[src/rtl/sequential_subtractor.sv]
// Bit-serial decrementer: result = number - 1, resolved LSB first, one bit per clock.
// Operand taken over valid/ready, result held in DONE until the consumer takes it.
//
// state  | meaning
// IDLE   | ready for an operand; res/uflow hold the last result
// BORROW | borrow still pending, each bit is inverted
// COPY   | borrow resolved, remaining bits copied through
// DONE   | result and underflow valid until out_ready
module sequential_subtractor #(
  parameter int WIDTH = 4
) (
  input  logic             clk,
  input  logic             reset,
  input  logic             in_valid,
  output logic             in_ready,
  input  logic [WIDTH-1:0] number,
  output logic             out_valid,
  input  logic             out_ready,
  output logic [WIDTH-1:0] result,
  output logic             underflow
);

  localparam int IDX_W = (WIDTH > 1) ? $clog2(WIDTH) : 1;
  localparam logic [IDX_W-1:0] LAST_IDX = IDX_W'(WIDTH - 1);

  typedef enum logic [1:0] {
    IDLE   = 2'd0,
    BORROW = 2'd1,
    COPY   = 2'd2,
    DONE   = 2'd3
  } state_t;

  state_t           state;
  logic [WIDTH-1:0] opnd;
  logic [WIDTH-1:0] res;
  logic [IDX_W-1:0] idx;
  logic             uflow;

  always_ff @(posedge clk or posedge reset) begin
    if (reset) begin
      state <= IDLE;
      opnd  <= '0;
      res   <= '0;
      idx   <= '0;
      uflow <= 1'b0;
    end else begin
      case (state)
        IDLE: begin
          if (in_valid) begin
            opnd  <= number;
            res   <= '0;
            idx   <= '0;
            uflow <= 1'b0;
            state <= BORROW;
          end
        end
        BORROW: begin
          // A set bit absorbs the borrow; a clear bit becomes 1 and passes it on.
          res[idx] <= ~opnd[idx];
          if (opnd[idx]) state <= COPY;
          if (idx == LAST_IDX) begin
            state <= DONE;
            idx   <= '0;
            uflow <= ~opnd[idx];
          end else begin
            idx <= idx + 1'b1;
          end
        end
        COPY: begin
          res[idx] <= opnd[idx];
          if (idx == LAST_IDX) begin
            state <= DONE;
            idx   <= '0;
          end else begin
            idx <= idx + 1'b1;
          end
        end
        DONE: begin
          if (out_ready) state <= IDLE;
        end
        default: state <= IDLE;
      endcase
    end
  end

  assign in_ready  = (state == IDLE);
  assign out_valid = (state == DONE);
  assign result    = res;
  assign underflow = uflow;

endmodule

[config.mk]
export PLATFORM = sky130hd
export DESIGN_NAME = sequential_subtractor
export DESIGN_NICKNAME = d
export VERILOG_FILES = /design/src/rtl/sequential_subtractor.sv
export SDC_FILE = /design/constraint.sdc
export NUM_CORES = 1
export LEC_CHECK = 0
export BUFFER_PORTS_ARGS = -buffer_cell sky130_fd_sc_hd__buf_2
export CORE_MARGIN = 2
export CORE_UTILIZATION = 33
export DETAILED_ROUTE_END_ITERATION = 10
export SYNTH_ARGS = -nofsm -noshare
export SYNTH_HDL_FRONTEND = slang
export SYNTH_SLANG_ARGS = --single-unit
export TNS_END_PERCENT = 50
[constraint.sdc]
create_clock -name clk -period 2.3 [get_ports clk]
set_input_delay 0.23 -clock clk [delete_from_list [all_inputs] [get_ports clk]]
set_output_delay 0.23 -clock clk [all_outputs]
set_load 0.02 [all_outputs]
==> tab_implementation.tex <==
\begin{tabular}{lr}
\hline
Metric & Value \\
\hline
\multicolumn{2}{l}{\textbf{Setup path}} \\
\quad Startpoint of the worst-slack reg-to-reg timing path & idx[0] \\
\quad Crit path cell chain & mux4\_2, or3b\_4, a31oi\_1, a31oi\_1 \\
\quad Slowest stage cell on the critical path & mux4\_2 \\
\quad Worst Path Required & 2430 ps \\
\quad Delay-heaviest family, CP & multiplexers \\
\quad WS Path Type & register to register \\
\quad CP endpoint kind & register \\
\quad Critical Path Max Stage Delay & 590 ps \\
\quad Largest driver fanout on the critical path & 7 \\
\quad Endpoint arrival time on the critical path & 2000 ps \\
\quad Cell seen most often among critical-path stages & a31oi\_1 \\
\quad Total buffers and inverters traversed by the critical path & 0 \\
\quad Startpoint types & register \\
\quad Launch point of the worst path & idx[0] \\
\multicolumn{2}{l}{\textbf{Cells and area}} \\
\quad Filler Cells Inserted & 220 \\
\quad Core Util, Final & 0.411 \\
\quad Post-route standard cell area excluding fillers & 901 um\^{}2 \\
\quad Most common library cell in the layout ignoring fill and taps & buf\_2 \\
\quad Commonest non-fill, non-tap cells in the layout & buf\_2 (14), dfrtp\_1 (13), ha\_1 (9), inv\_1 (7), o21ai\_0 (6) \\
\quad Number of nets in the finished design & 105 \\
\quad Share of post-route cells with drive strength above 1 & 0.264 \\
\quad Count of antenna diodes in the layout & 0 \\
\quad Area Growth Syn to Fin & 19.8\% \\
\multicolumn{2}{l}{\textbf{Timing}} \\
\quad Final critical-path share of the clock period & 0.811 \\
\quad Finish-stage setup viols & 0 \\
\quad Smallest hold slack & 156 ps \\
\quad Setup\_tns & 0 ps \\
\quad Slew HR & 0.624 \\
\quad RSZ-0062 raised after global routing & false \\
\quad Worst clock skew & 1.53 ps \\
\quad Tightest Pin Transition & 564 ps \\
\quad Final count of hold timing violations & 0 \\
\quad Period minus WS final & 1870 ps \\
\quad Max Freq & 0.536 GHz \\
\quad Final slew viol count & 0 \\
\multicolumn{2}{l}{\textbf{CTS}} \\
\quad Clock-pin transition on the worst setup and hold timing paths & 80 ps \\
\quad Sink Count & 13 \\
\quad Root buffer cell & clkbuf\_4 \\
\quad Number of buffers between clock root and the deepest sink & 2 \\
\quad CTS tree & done \\
\quad TritonCTS Buffers & 3 \\
\quad Max H-tree Level & 1 \\
\quad Clock latency on the worst-skew pair & 280 ps \\
\multicolumn{2}{l}{\textbf{Detailed routing}} \\
\quad DRT antenna net count & 0 \\
\quad Per-cell via count in the routed design & 5.18 \\
\quad Total Routed Length & 1380 um \\
\quad Count of vias placed by the detailed router & 596 \\
\quad Post-route DRC violation count & 0 \\
\quad Routed WL per cell & 12.0 um \\
\quad First-iteration detailed-routing DRC count & 13 \\
\quad DR pass1 iterations & 4 \\
\multicolumn{2}{l}{\textbf{Floorplan}} \\
\quad Die outline width & 51.7 um \\
\quad Row count & 17 \\
\quad Floorplan core area & 2190 um\^{}2 \\
\quad Die height & 51.7 um \\
\quad Effective utilization at floorplan & 0.343 \\
\quad Area of the die & 2680 um\^{}2 \\
\quad Number of I/O pins & 15 \\
\multicolumn{2}{l}{\textbf{Synth}} \\
\quad Total of warnings raised by yosys & 0 \\
\quad Part of the Yosys area used for sequential elements & 0.433 \\
\quad Proportion of synthesized flip-flops having asynchronous set or reset & 1.00 \\
\quad Netlist area before placement & 752 um\^{}2 \\
\quad Mean Syn Cell Area & 11.2 um\^{}2 \\
\quad Number of library cell types mapped by synthesis & 25 \\
\quad Post-synth net total & 84 \\
\quad Number of instances in the synthesized netlist & 67 \\
\quad Number of enable-type register cells in the synthesized netlist & 0 \\
\quad \#FFs+latches synth & 13 \\
\quad Most instantiated flip-flop cell in the synthesis netlist & dfrtp\_1 \\
\multicolumn{2}{l}{\textbf{Global routing}} \\
\quad GRT Util Overall & 0.119 \\
\quad Largest net degree at the start of global routing & 14 \\
\quad First-pass GRT wire length & 2310 um \\
\quad Antenna violations before repair & 0 \\
\quad Vias in the first global route & 554 \\
\quad Total global routing overflow & 0 \\
\multicolumn{2}{l}{\textbf{Hold path}} \\
\quad Kind of path behind the tightest hold check & primary input to register \\
\quad Min-Delay Startpoint & number[2] \\
\multicolumn{2}{l}{\textbf{Flow run}} \\
\quad Count of maximum capacitance violations & 0 \\
\multicolumn{2}{l}{\textbf{Run status}} \\
\quad Outcome & finished clean \\
\multicolumn{2}{l}{\textbf{Place}} \\
\quad HPWL after DPL & 1100 um \\
\quad Placer Congestion & 0.747 \\
\quad Area post-placement & 865 um\^{}2 \\
\quad Number of buffers added on ports & 14 \\
\multicolumn{2}{l}{\textbf{Power}} \\
\quad Power density over the cells & 1460 nW/um\^{}2 \\
\quad Leak Pwr & 0.444 nW \\
\quad Largest voltage drop on the vdd net & 0.601 mV \\
\quad Total design power & 1.31 mW \\
\hline
\end{tabular}
cell usage after synthesis, drive strengths merged, types with 2 or more instances:
library cell,instances,area share
nand2,4,0.020
mux2,4,0.060
o21ai,7,0.047
ha,9,0.15
inv,7,0.035
a31oi,2,0.017
a22o,4,0.047
dfrtp,13,0.43
nor2,2,0.010
layout make-up:
type / instances / area [um^2] / area share
Clock buffer: 4 / 26.3 / 0.0292
Timing Repair Buffer: 16 / 87.6 / 0.0972
Multi-Input combinational cell: 47 / 400 / 0.444
Inverter: 7 / 26.3 / 0.0292
Sequential cell: 13 / 325 / 0.361
Tap cell: 28 / 35.0 / 0.0389
repair_timing:
action | 4_1_cts | 5_1_grt
endpoints found under the setup margin | 0 | 0
buffers inserted | 0 | 0
hold buffers | 1 | 0
endpoints found under the hold margin | 13 | 0
resized for setup | 0 | 0
per-layer routing:
layer / global-route usage / part of all wire
met5: 0 / 0
met1: 0.129 / 0.45
met3: 0.0517 / 0.064
met4: 0.0395 / 0.014
met2: 0.207 / 0.47
logic make-up (layout without fill, tap and decap cells):
group | Yosys count | in the layout | share of synthesized area
buffers and inverters | 7 | 27 | 0.0349
and+or+nand+nor | 12 | 12 | 0.0899
muxes | 6 | 6 | 0.103
AOI/OAI and AO/OA | 20 | 20 | 0.190
DFF | 13 | 13 | 0.433
adders and majority gates | 9 | 9 | 0.150
state kept, by name (all words and copies together) (netlist names):
register   count
idx            2
opnd           4
state          2
underflow      1
result         4
worst reg2reg max path, stage by stage (launching register included):
cell	delay, ps
dfrtp_1	480
mux4_2	590
or3b_4	420
a31oi_1	180
a31oi_1	60
report_power, final:
part	switching, mW	total (mW)	internal, mW	leakage [nW]
clock	0.0751	0.142	0.0673	0.0150
combinational	0.422	0.754	0.332	0.264
sequential	0.0823	0.417	0.335	0.165
worst paths after layout:
check                            endpoint  slack (ps)  cells past startpoint
worst max register to register   state[0]         430                      4
worst min register to register  result[3]         500                      1
max in group asynchronous        state[0]        1460                      3
worst min-delay path              opnd[2]         160                      2
worst max-delay path             state[0]         430                      4
min in group asynchronous          idx[1]         510                      3
per-stage QoR:
step           setup WS [ps]  std cells
4_1_cts                  433        115
2_1_floorplan            548         67
6_report                 435        115
3_5_place_dp             439        110
5_1_grt                  290        115
3_3_place_gp             495        110
No activity file was read; power rests on OpenSTA's default activity.
